### config.mk
export PLATFORM = sky130hd
export DESIGN_NAME = procyon_ccu_bus_master
export DESIGN_NICKNAME = d
export VERILOG_FILES = /design/src/rtl/procyon_ccu_pkg.sv /design/src/rtl/procyon_priority_picker.sv /design/src/rtl/procyon_ccu_bus_master.sv
export SDC_FILE = /design/constraint.sdc
export NUM_CORES = 1
export LEC_CHECK = 0
export BUFFER_PORTS_ARGS = -buffer_cell sky130_fd_sc_hd__clkbuf_2
export CORE_AREA = 2 2 369 371
export CTS_CLUSTER_DIAMETER = 40
export DETAILED_ROUTE_END_ITERATION = 8
export DIE_AREA = 0 0 371 373
export MAX_ROUTING_LAYER = met4
export PLACE_DENSITY = 0.35
export SYNTH_ARGS = -nofsm -noshare
export SYNTH_HDL_FRONTEND = slang
export SYNTH_HIERARCHICAL = 1
export SYNTH_SLANG_ARGS = --single-unit
### constraint.sdc
create_clock -name clk -period 19.05 [get_ports clk]
set_clock_uncertainty 0.1 [all_clocks]
set_input_delay 3.81 -clock clk [delete_from_list [all_inputs] [get_ports clk]]
set_output_delay 3.81 -clock clk [all_outputs]
set_load 0.01 [all_outputs]
### src/rtl/procyon_ccu_pkg.sv
// Shared types and helpers for the Procyon cache coherence unit bus master.
// Transfer length codes follow the PCYN_CCU_LEN encoding: bytes = 2**code.
package procyon_ccu_pkg;

  localparam int CCU_LEN_WIDTH = 3;

  localparam logic [CCU_LEN_WIDTH-1:0] PCYN_CCU_LEN_1B   = 3'd0;
  localparam logic [CCU_LEN_WIDTH-1:0] PCYN_CCU_LEN_2B   = 3'd1;
  localparam logic [CCU_LEN_WIDTH-1:0] PCYN_CCU_LEN_4B   = 3'd2;
  localparam logic [CCU_LEN_WIDTH-1:0] PCYN_CCU_LEN_8B   = 3'd3;
  localparam logic [CCU_LEN_WIDTH-1:0] PCYN_CCU_LEN_16B  = 3'd4;
  localparam logic [CCU_LEN_WIDTH-1:0] PCYN_CCU_LEN_32B  = 3'd5;
  localparam logic [CCU_LEN_WIDTH-1:0] PCYN_CCU_LEN_64B  = 3'd6;
  localparam logic [CCU_LEN_WIDTH-1:0] PCYN_CCU_LEN_128B = 3'd7;

  typedef enum logic [1:0] {
    CCU_IDLE = 2'd0,
    CCU_XFER = 2'd1,
    CCU_DONE = 2'd2
  } ccu_state_e;

  function automatic logic [7:0] ccu_len_to_bytes(input logic [CCU_LEN_WIDTH-1:0] len);
    logic [7:0] bytes;
    case (len)
      PCYN_CCU_LEN_1B:   bytes = 8'd1;
      PCYN_CCU_LEN_2B:   bytes = 8'd2;
      PCYN_CCU_LEN_4B:   bytes = 8'd4;
      PCYN_CCU_LEN_8B:   bytes = 8'd8;
      PCYN_CCU_LEN_16B:  bytes = 8'd16;
      PCYN_CCU_LEN_32B:  bytes = 8'd32;
      PCYN_CCU_LEN_64B:  bytes = 8'd64;
      PCYN_CCU_LEN_128B: bytes = 8'd128;
      default:           bytes = 8'd4;
    endcase
    return bytes;
  endfunction

endpackage

### src/rtl/procyon_priority_picker.sv
// Fixed-priority picker: lowest-index asserted request wins.
module procyon_priority_picker #(
  parameter int NUM_REQ = 2,
  parameter int IDX_W   = (NUM_REQ > 1) ? $clog2(NUM_REQ) : 1
) (
  input  logic [NUM_REQ-1:0] i_req,
  output logic [NUM_REQ-1:0] o_grant,
  output logic [IDX_W-1:0]   o_idx,
  output logic               o_valid
);

  // Scan from the highest index down so the lowest asserted index is the last writer
  always_comb begin
    o_grant = {NUM_REQ{1'b0}};
    o_idx   = {IDX_W{1'b0}};
    o_valid = 1'b0;
    for (int i = NUM_REQ - 1; i >= 0; i--) begin
      if (i_req[i]) begin
        o_grant    = {NUM_REQ{1'b0}};
        o_grant[i] = 1'b1;
        o_idx      = IDX_W'(i);
        o_valid    = 1'b1;
      end else begin
        o_grant = o_grant;
        o_idx   = o_idx;
        o_valid = o_valid;
      end
    end
  end

endmodule

### src/rtl/procyon_ccu_bus_master.sv
// CCU bus master: picks one VQ/MHQ line request and serialises it into word beats,
// returning a single-cycle grant (with the assembled line for reads) on completion.
module procyon_ccu_bus_master
  import procyon_ccu_pkg::*;
#(
  parameter int OPTN_ADDR_WIDTH     = 32,
  parameter int OPTN_DC_LINE_SIZE   = 32,
  parameter int OPTN_BUS_DATA_WIDTH = 32,
  parameter int OPTN_CCU_NUM_REQ    = 2,
  parameter int DC_LINE_WIDTH       = OPTN_DC_LINE_SIZE * 8
) (
  input  logic                                        clk,
  input  logic                                        rst,
  input  logic [OPTN_CCU_NUM_REQ-1:0]                 i_ccu_en,
  input  logic [OPTN_CCU_NUM_REQ-1:0]                 i_ccu_we,
  input  logic [OPTN_CCU_NUM_REQ*CCU_LEN_WIDTH-1:0]   i_ccu_len,
  input  logic [OPTN_CCU_NUM_REQ*OPTN_ADDR_WIDTH-1:0] i_ccu_addr,
  input  logic [OPTN_CCU_NUM_REQ*DC_LINE_WIDTH-1:0]   i_ccu_data,
  output logic [OPTN_CCU_NUM_REQ-1:0]                 o_ccu_grant,
  output logic [DC_LINE_WIDTH-1:0]                    o_ccu_data,
  output logic                                        o_bus_req,
  output logic                                        o_bus_we,
  output logic [OPTN_ADDR_WIDTH-1:0]                  o_bus_addr,
  output logic [OPTN_BUS_DATA_WIDTH-1:0]              o_bus_wdata,
  input  logic                                        i_bus_ack,
  input  logic [OPTN_BUS_DATA_WIDTH-1:0]              i_bus_rdata
);

  localparam int BUS_BYTES = OPTN_BUS_DATA_WIDTH / 8;
  localparam int NUM_BEATS = OPTN_DC_LINE_SIZE / BUS_BYTES;
  localparam int BEAT_W    = $clog2(NUM_BEATS) + 1;
  localparam int IDX_W     = (NUM_BEATS > 1) ? $clog2(NUM_BEATS) : 1;
  localparam int REQ_W     = (OPTN_CCU_NUM_REQ > 1) ? $clog2(OPTN_CCU_NUM_REQ) : 1;
  localparam int BW        = OPTN_BUS_DATA_WIDTH;
  localparam int AW        = OPTN_ADDR_WIDTH;

  localparam logic [31:0]   LINE_BYTES_C = 32'(OPTN_DC_LINE_SIZE);
  localparam logic [31:0]   BUS_BYTES_C  = 32'(BUS_BYTES);
  localparam logic [AW-1:0] ADDR_STEP_C  = AW'(BUS_BYTES);

  ccu_state_e state_r;
  ccu_state_e state_s;

  logic [REQ_W-1:0]            idx_r;
  logic                        we_r;
  logic [BEAT_W-1:0]           beats_r;
  logic [BEAT_W-1:0]           beat_r;
  logic [BW-1:0]               line_r [NUM_BEATS];
  logic                        bus_req_r;
  logic                        bus_we_r;
  logic [AW-1:0]               bus_addr_r;
  logic [BW-1:0]               bus_wdata_r;
  logic [OPTN_CCU_NUM_REQ-1:0] grant_r;

  logic [OPTN_CCU_NUM_REQ-1:0] pick_grant_s;
  logic [REQ_W-1:0]            pick_idx_s;
  logic                        pick_valid_s;
  logic                        sel_we_s;
  logic [CCU_LEN_WIDTH-1:0]    sel_len_s;
  logic [AW-1:0]               sel_addr_s;
  logic [DC_LINE_WIDTH-1:0]    sel_data_s;
  logic [31:0]                 bytes_s;
  logic [31:0]                 clamp_s;
  logic [BEAT_W-1:0]           beats_s;
  logic [BEAT_W-1:0]           beat_nxt_s;
  logic                        last_beat_s;
  logic [OPTN_CCU_NUM_REQ-1:0] grant_onehot_s;
  logic [DC_LINE_WIDTH-1:0]    line_flat_s;

  procyon_priority_picker #(
    .NUM_REQ (OPTN_CCU_NUM_REQ),
    .IDX_W   (REQ_W)
  ) u_picker (
    .i_req   (i_ccu_en),
    .o_grant (pick_grant_s),
    .o_idx   (pick_idx_s),
    .o_valid (pick_valid_s)
  );

  // AND-OR mux of the picked requester's fields
  always_comb begin
    sel_we_s   = 1'b0;
    sel_len_s  = {CCU_LEN_WIDTH{1'b0}};
    sel_addr_s = {AW{1'b0}};
    sel_data_s = {DC_LINE_WIDTH{1'b0}};
    for (int i = 0; i < OPTN_CCU_NUM_REQ; i++) begin
      sel_we_s   = sel_we_s | (i_ccu_we[i] & pick_grant_s[i]);
      sel_len_s  = sel_len_s | (i_ccu_len[i*CCU_LEN_WIDTH +: CCU_LEN_WIDTH] & {CCU_LEN_WIDTH{pick_grant_s[i]}});
      sel_addr_s = sel_addr_s | (i_ccu_addr[i*AW +: AW] & {AW{pick_grant_s[i]}});
      sel_data_s = sel_data_s | (i_ccu_data[i*DC_LINE_WIDTH +: DC_LINE_WIDTH] & {DC_LINE_WIDTH{pick_grant_s[i]}});
    end
  end

  // Beat count: oversize lengths clamp to a line, narrow ones still move one full word
  always_comb begin
    bytes_s = 32'(ccu_len_to_bytes(sel_len_s));
    if (bytes_s > LINE_BYTES_C) begin
      clamp_s = LINE_BYTES_C;
    end else begin
      clamp_s = bytes_s;
    end
    if (clamp_s < BUS_BYTES_C) begin
      beats_s = BEAT_W'(1);
    end else begin
      beats_s = BEAT_W'(clamp_s / BUS_BYTES_C);
    end
  end

  assign beat_nxt_s  = beat_r + BEAT_W'(1);
  assign last_beat_s = (beat_nxt_s == beats_r);

  // Grant vector and flattened line view
  always_comb begin
    grant_onehot_s = {OPTN_CCU_NUM_REQ{1'b0}};
    line_flat_s    = {DC_LINE_WIDTH{1'b0}};
    for (int i = 0; i < OPTN_CCU_NUM_REQ; i++) begin
      grant_onehot_s[i] = (32'(idx_r) == 32'(i));
    end
    for (int i = 0; i < NUM_BEATS; i++) begin
      line_flat_s[i*BW +: BW] = line_r[i];
    end
  end

  // State register
  always_ff @(posedge clk or posedge rst) begin
    if (rst) begin
      state_r <= CCU_IDLE;
    end else begin
      state_r <= state_s;
    end
  end

  // Next-state logic
  always_comb begin
    state_s = state_r;
    case (state_r)
      CCU_IDLE: begin
        if (pick_valid_s) begin
          state_s = CCU_XFER;
        end else begin
          state_s = CCU_IDLE;
        end
      end
      CCU_XFER: begin
        if (i_bus_ack && last_beat_s) begin
          state_s = CCU_DONE;
        end else begin
          state_s = CCU_XFER;
        end
      end
      CCU_DONE: state_s = CCU_IDLE;
      default:  state_s = CCU_IDLE;
    endcase
  end

  // Datapath: latch the request, step beats on ack, raise the grant on the last ack
  always_ff @(posedge clk or posedge rst) begin
    if (rst) begin
      idx_r       <= {REQ_W{1'b0}};
      we_r        <= 1'b0;
      beats_r     <= {BEAT_W{1'b0}};
      beat_r      <= {BEAT_W{1'b0}};
      bus_req_r   <= 1'b0;
      bus_we_r    <= 1'b0;
      bus_addr_r  <= {AW{1'b0}};
      bus_wdata_r <= {BW{1'b0}};
      grant_r     <= {OPTN_CCU_NUM_REQ{1'b0}};
      for (int i = 0; i < NUM_BEATS; i++) begin
        line_r[i] <= {BW{1'b0}};
      end
    end else begin
      case (state_r)
        CCU_IDLE: begin
          if (pick_valid_s) begin
            idx_r      <= pick_idx_s;
            we_r       <= sel_we_s;
            beats_r    <= beats_s;
            beat_r     <= {BEAT_W{1'b0}};
            bus_req_r  <= 1'b1;
            bus_we_r   <= sel_we_s;
            bus_addr_r <= sel_addr_s;
            // Reads start from a zeroed line so bytes past a short transfer read back as 0
            for (int i = 0; i < NUM_BEATS; i++) begin
              line_r[i] <= sel_we_s ? sel_data_s[i*BW +: BW] : {BW{1'b0}};
            end
            bus_wdata_r <= sel_we_s ? sel_data_s[BW-1:0] : {BW{1'b0}};
          end
        end
        CCU_XFER: begin
          if (i_bus_ack) begin
            if (!we_r) begin
              line_r[beat_r[IDX_W-1:0]] <= i_bus_rdata;
            end
            beat_r <= beat_nxt_s;
            if (last_beat_s) begin
              bus_req_r   <= 1'b0;
              bus_we_r    <= 1'b0;
              bus_addr_r  <= {AW{1'b0}};
              bus_wdata_r <= {BW{1'b0}};
              grant_r     <= grant_onehot_s;
            end else begin
              bus_addr_r  <= bus_addr_r + ADDR_STEP_C;
              bus_wdata_r <= line_r[beat_nxt_s[IDX_W-1:0]];
            end
          end
        end
        CCU_DONE: begin
          grant_r <= {OPTN_CCU_NUM_REQ{1'b0}};
          beat_r  <= {BEAT_W{1'b0}};
        end
        default: begin
          grant_r   <= {OPTN_CCU_NUM_REQ{1'b0}};
          bus_req_r <= 1'b0;
          bus_we_r  <= 1'b0;
        end
      endcase
    end
  end

  assign o_ccu_grant = grant_r;
  assign o_ccu_data  = ((|grant_r) && !we_r) ? line_flat_s : {DC_LINE_WIDTH{1'b0}};
  assign o_bus_req   = bus_req_r;
  assign o_bus_we    = bus_we_r;
  assign o_bus_addr  = bus_addr_r;
  assign o_bus_wdata = bus_wdata_r;

endmodule

# Yosys cells after proc, flatten, opt, wreduce, memory -nomap -nowiden
# Memory sizes are Yosys's and may differ from the RTL's.
# Cells that the tools add are included.
# totals
ff_bits	336
romBits	64
in_bits	621
out_inout_bits	324
wordCells	113
mem_count	1
# mem_list
name	depth	width	read_ports	rd_ports_with_merged_regs	wr	line	rtl
(no name shown)	8	8	1	0	0	procyon_ccu_pkg.sv:24	case (len)
# op_classes
addsub	2
magnitude_cmp	5
n_eq_ne	7
n_mux	49
n_bitwise	17
n_reduce_logical	14
# ops
op	count
256-bit 2-to-1 mux	4
32-bit 2-to-1 mux	17
256-bit bitwise AND	2
256-bit one-hot mux with 2 select lines	1
256-bit bitwise mux	1
256-bit OR	1
32-bit one-hot mux with 2 select lines	2
32-bit binary-select mux with 3-bit select	1
32-bit demux with 3-bit select	1
32-bit bitwise AND	2
32-bit by 3-bit adder with 32-bit output, second input constant	1
32-bit by 3-bit less-than comparator with 1-bit output, second input constant	1
32-bit OR	1
4-bit 2-to-1 mux	3
4-bit one-hot mux with 3 select lines	1
2-bit 2-to-1 mux	5
3-bit AND reduction	3
4-bit greater-or-equal comparator, second input constant	2
8-bit by 6-bit greater-than comparator with 1-bit output, second input constant	1
1-bit 2-to-1 mux	8
8-bit 2-to-1 mux	1
2-bit inequality test, second input constant	4
3-bit inverter with 4-bit output	2
2-bit one-hot mux with 2 select lines	2
other kinds (19)	27

# Depth between registers and ports, before layout
# logic_depth
depth_word	9
ltp_mapped	11
mapped_depth_nobuf	6

# Hierarchy
# The synthesis kept the hierarchy.
# modules_own_cells
module	n_inst	cells_each	area_per_inst_um2
procyon_ccu_bus_master	1	2231	21680.8
procyon_priority_picker	1	4	30.0

# Worst setup path after synthesis
# Ideal clock, no wire load.
# synth_timing
path_kind	in2reg
from	input i_ccu_en[0]
to	register line_r (netlist bit line_flat_s[106])
arrival_time_ns	5.465
t_required_ns	18.831
path_slack_ns	13.366
path_stages	10
path_buffers	5
path_cell_list	and2b_2 buf_4 clkbuf_1 a22oi_1 or2_2 clkbuf_1 clkbuf_1 clkbuf_1 o221ai_1 o21a_1
# synth_via
elab_chain_cells	6
elab_cells_between_ends	13
# synth_lines
element	line	rtl
from (decl)	procyon_ccu_bus_master.sv:14	input logic [OPTN_CCU_NUM_REQ-1:0] i_ccu_en,
2-bit 2-to-1 mux *	procyon_priority_picker.sv:18	if (i_req[i]) begin
named net pick_grant_s[1]	procyon_ccu_bus_master.sv:55	logic [OPTN_CCU_NUM_REQ-1:0] pick_grant_s;
256-bit bitwise AND / 1-bit bitwise AND (equally long branches)	procyon_ccu_bus_master.sv:90, procyon_ccu_bus_master.sv:87	
256-bit OR / 1-bit OR (equally long branches)	procyon_ccu_bus_master.sv:90, procyon_ccu_bus_master.sv:87	
32-bit 2-to-1 mux *	procyon_ccu_bus_master.sv:184	line_r[i] <= sel_we_s ? sel_data_s[i*BW +: BW] : {BW{1'b0}};
256-bit 2-to-1 mux *	procyon_ccu_bus_master.sv:174	if (pick_valid_s) begin
256-bit one-hot mux with 2 select lines *	procyon_ccu_bus_master.sv:172	case (state_r)
to (signal, indexed assignment)	procyon_ccu_bus_master.sv:169	line_r[i] <= {BW{1'b0}};
to (signal, indexed assignment)	procyon_ccu_bus_master.sv:184	
to (signal, indexed assignment)	procyon_ccu_bus_master.sv:192	line_r[beat_r[IDX_W-1:0]] <= i_bus_rdata;
to (decl)	procyon_ccu_bus_master.sv:48	logic [BW-1:0] line_r [NUM_BEATS];
# Mark *: on every way through the listed nets, which the timed path passes. The rest lies on a longest branch. The select of a mux whose other input is x is not followed.
# A chain may end at the register's enable or synchronous reset.

# Worst setup path in the final report
# layout_timing
from	register we_r
to	output o_ccu_data[147]
# layout_via
elab_chain_cells	3
# layout_lines
element	line	rtl
from (decl)	procyon_ccu_bus_master.sv:45	logic we_r;
from (signal assigned)	procyon_ccu_bus_master.sv:176	we_r <= sel_we_s;
1-bit logical NOT	procyon_ccu_bus_master.sv:221	assign o_ccu_data = ((|grant_r) && !we_r) ? line_flat_s : {DC_LINE_WIDTH{1'b0}};
1-bit logical AND	procyon_ccu_bus_master.sv:221	
256-bit 2-to-1 mux	procyon_ccu_bus_master.sv:221	
to (decl)	procyon_ccu_bus_master.sv:20	output logic [DC_LINE_WIDTH-1:0] o_ccu_data,
# Every way passes these cells.

==> results.md <==
STA:
- The final setup violation count is 0.
- Setup repair after global routing left no endpoint under its margin.
- The tightest hold path in the finished design has a slack of approximately 0.39 ns.
- For the pin with the worst max-slew slack, the measured transition is between 1 and 1.5 ns.
- The number of pins exceeding their max-slew limit in the final report came to 0.
- The number of hold violations in the final report is 0.
- The total negative slack is 0 ns.
- The top achievable clock speed is roughly 130 MHz.
- The worst setup margin is roughly 12 ns.
- The time the final worst path needs with I/O delays and setup is 7.476 ns.
- In the finished design, the share of the clock period the worst path needs comes to about 39%.
- Measured against its own limit, the worst slew margin works out to roughly 17%.

Pwr:
- The worst ir drop on vdd is 0.1127 mV.
- Summed over all cells, the static leakage comes to 13.35 nW.
- Overall power consumption after layout is estimated at 6.610 mW.
- For this design the ratio of total power to cell area is around 210 mW/mm^2.

Critical path:
- The critical path startpoint category is a flip-flop.
- The data required time of the critical path is 15.14 ns.
- The stage delay of the slowest cell on the critical path is about 0.86 ns.
- The critical setup path kind is flip-flop to output pin.
- STA classifies the critical path endpoint as an output pin.
- For this design, the slowest cell found on the critical path is buf_4.
- The startpoint of the worst-slack reg-to-reg timing path is beat_r[0]$_DFFE_PP0P_.
- The endpoint arrival time on the critical path is ~3.6 ns.
- The setup slack on the worst flop-to-flop path is approximately 14 ns.
- The largest driver fanout on the critical path is between 90 and 100.
- The launching element of the worst setup path is we_r$_DFFE_PP0P_.
- The most repeated library cell on the critical path is buf_4.
- The signal on the critical path passes through nor2_4 -> buf_4 -> buf_4 -> and2_1 -> clkbuf_2.

Status:
- The run finished with clean final reports.

Placed design:
- Input and output buffers added on the ports amount to roughly 940.
- The congestion estimate from routability-driven global placement came to between 0.8 and 0.9.
- In this run, placement finished with an instance count of 4744.
- The half-perimeter wire length after detailed placement is ~110000 um.
- The placed instances occupy a cell area of 0.02809 mm^2.
- At the placement stage, the worst setup path has a slack of approximately 11 ns.

CTS:
- TritonCTS built the clock tree.
- The total setup buffers inserted after CTS is 0.
- The clock latency reported for the late side of the worst-skew pair is approximately 0.66 ns.
- The tree is rooted in a clkbuf_16.
- The number of sinks driven by the clock tree is roughly 340.
- The count of cells resized by post-cts repair is 0.
- The TritonCTS buffer count is 94.
- The longest clock path from root to sink contains 3 buffers.
- The clock transition at the registers of the reported paths is about 0.040 ns.
- CTS built an H-tree with a depth of 3.
- After clock tree synthesis, the flow added hold-fix buffers numbering 0.

Global route:
- Summed over all layers, the global routing overflow is 0.
- The most crowded layer after global routing is met2.
- The via count of the first global-routing pass came to 23525.
- For this run, global-route usage on met3 was measured as 3.710%.
- The number of antenna violations at the first check in global routing is 20.
- Entering global routing, the biggest net connects between 100 and 150 pins.
- In the global route stage, met1 resource usage came out at approximately 26%.
- The first global-routing pass estimated 194700 um of wire.
- Across every metal layer, demand over resource in global routing totals between 20% and 30%.
- For met2 alone, demand over resource in global routing was approximately a third.

Synthesis:
- The count of flip-flops with a built-in enable after synthesis is 0.
- In this run the cell area of the synthesized design comes to 0.02171 mm^2.
- The post-synthesis register bit count is 336.
- Counting distinct cell types in the post-synthesis netlist gives 67.
- The net count of the mapped netlist is 2858.
- A synthesized cell averages about 9.7 um^2.
- The total number of yosys warnings is 6.
- The sequential cell area fraction in the yosys report is approximately two fifths.
- For this run, asynchronously set or reset flops after synthesis account for 100.0%.
- The post-synthesis cell count is ~2200.
- The leading register cell type out of synthesis is dfrtp_1.

Layout:
- Once layout is complete, the cells apart from fillers number a little under 5000.
- In the layout the commonest cells are clkbuf_2 (943), dfrtp_1 (335), a22oi_1 (288), and2_1 (259), o21a_1 (225).
- The finished cells cover ~0.031 mm^2.
- The filler cells instantiated in the layout total 14873.
- From synthesis to final layout, the design area changed by 44.48%.
- The post-route core utilization is approximately a quarter.
- In the final design database the tool counted approximately 3700 nets.
- Of the cells placed in the final design, the portion with a size suffix greater than 1 is around two fifths.
- The library cell used most frequently in the layout, excluding fill and tap cells, is clkbuf_2.

Min path:
- The worst min-delay path class is flip-flop to flip-flop.
- The worst hold path startpoint is o_bus_addr[0]$_DFFE_PP0P_.

Floorplanning:
- The die is 373 um tall.
- The core region is roughly 0.13 mm^2.
- The standard-cell row count is 135.
- The top-level I/O count is between 900 and 1000.
- The area of the die is ~0.14 mm^2.
- The horizontal extent of the die is 371 um.
- For this configuration, the core starts out at a cell density of between 10% and 20%.

Routing:
- Summing over every cut layer, the via total after detailed routing is between 20000 and 25000.
- Using the TritonRoute via totals, the vias-per-cell ratio works out to roughly 4.8.
- The post-detailed-route count of antenna-violating nets is 0.
- The number of DRC markers in iteration 0 is roughly 1700.
- The total wirelength of the detailed-routed design is between 100000 and 150000 um.
- The average detailed-routed wire length per instance is slightly below 30 um.
- In the routed design, unresolved DRC markers number 0.
- The first TritonRoute pass finished after 7 iterations.

Flow run:
- Across the run, the number of max-cap violations was 0.
[Yosys cell counts, types with 3 or more instances]
master	count	area (um^2)
xnor2_1	3	26.28
a22o_1	14	122.6
o32ai_1	3	26.28
dfrtp_1	336	8408
clkbuf_1	179	671.9
nor3_1	16	80.08
nand3b_1	4	30.03
o21ai_0	24	120.1
buf_2	61	305.3
o221ai_1	224	1962
and2_1	259	1620
inv_1	17	63.81
o211ai_1	3	22.52
mux2i_1	35	350.3
o32a_1	8	80.08
buf_4	7	52.55
nor2b_1	5	31.28
a22oi_1	288	2162
a21oi_2	4	35.03
nor2_1	152	570.6
a31oi_1	32	200.2
nand2b_1	5	31.28
and3_1	6	37.54
o22ai_1	49	306.5
nand3_1	27	135.1
a21oi_1	57	285.3
nand4_1	10	62.56
xor2_1	3	26.28
o21a_1	225	1689
nand2_1	55	206.5
buf_1	8	30.03
a21oi_4	4	65.06
mux4_2	64	1441
or4_1	5	37.54
[report_power, final]
part	total, mW	switching, mW	internal [mW]	leakage, nW
clock network	1.64	0.508	1.13	1.61
logic	3.46	2.14	1.32	7.72
registers	1.51	0.398	1.11	4.02
[critical path: cells and delay by family (launching register included)]
kind	cells	cell delay, ns
simple gates	2	0.55
buf+inv	3	1.72
flops	1	0.43
[flip-flops by register name, indices dropped and copies added (netlist names)]
name,flops
o_ccu_grant,2
line_flat_s,256
beat_r,4
we_r,1
o_bus_wdata,32
idx_r,1
o_bus_we,1
o_bus_req,1
beats_r,4
o_bus_addr,32
state_r,2
[layer usage]
layer | routed length [um] | share of wire, %
met3 | 8059 | 5.6
met2 | 70910 | 49
met4 | 2484 | 1.7
met1 | 62070 | 43
met5 | 0 | 0
[cells by family after synthesis]
group	count (synthesis)	share of synthesized area [%]
AOI/OAI and AO/OA	950	33.21
and+or+nand+nor	567	14.07
DFF	336	38.73
buffers and inverters	273	5.227
muxes	100	8.305
xor gates and xnor gates	7	0.3458
adders and majority gates	2	0.1152
[path summary, 6_finish.rpt]
| check | cells after the start | end |
|---|---|---|
| hold reg to reg | 1 | o_bus_addr[0]$_DFFE_PP0P_ |
| max in group asynchronous | 5 | line_flat_s[90]$_DFFE_PP0P_ |
| setup / recovery | 5 | o_ccu_data[147] |
| hold / removal | 1 | o_bus_addr[0]$_DFFE_PP0P_ |
| setup reg to reg | 7 | line_flat_s[176]$_DFFE_PP0P_ |
| min in group asynchronous | 2 | o_bus_wdata[9]$_DFFE_PP0P_ |
[area by class of cell]
type                       count  area, um^2  area share, %
clock inverter                35       526.8          1.679
tap                         1781        2228          7.104
antenna                        5       12.51        0.03989
multi-input combinational   1626       12310          39.26
clock buffer                 136        2740          8.735
sequential                   336        8412          26.82
timing repair buffer         984        5064          16.14
inverter                      17       71.32         0.2274
No activity file was read; power rests on OpenSTA's default activity.
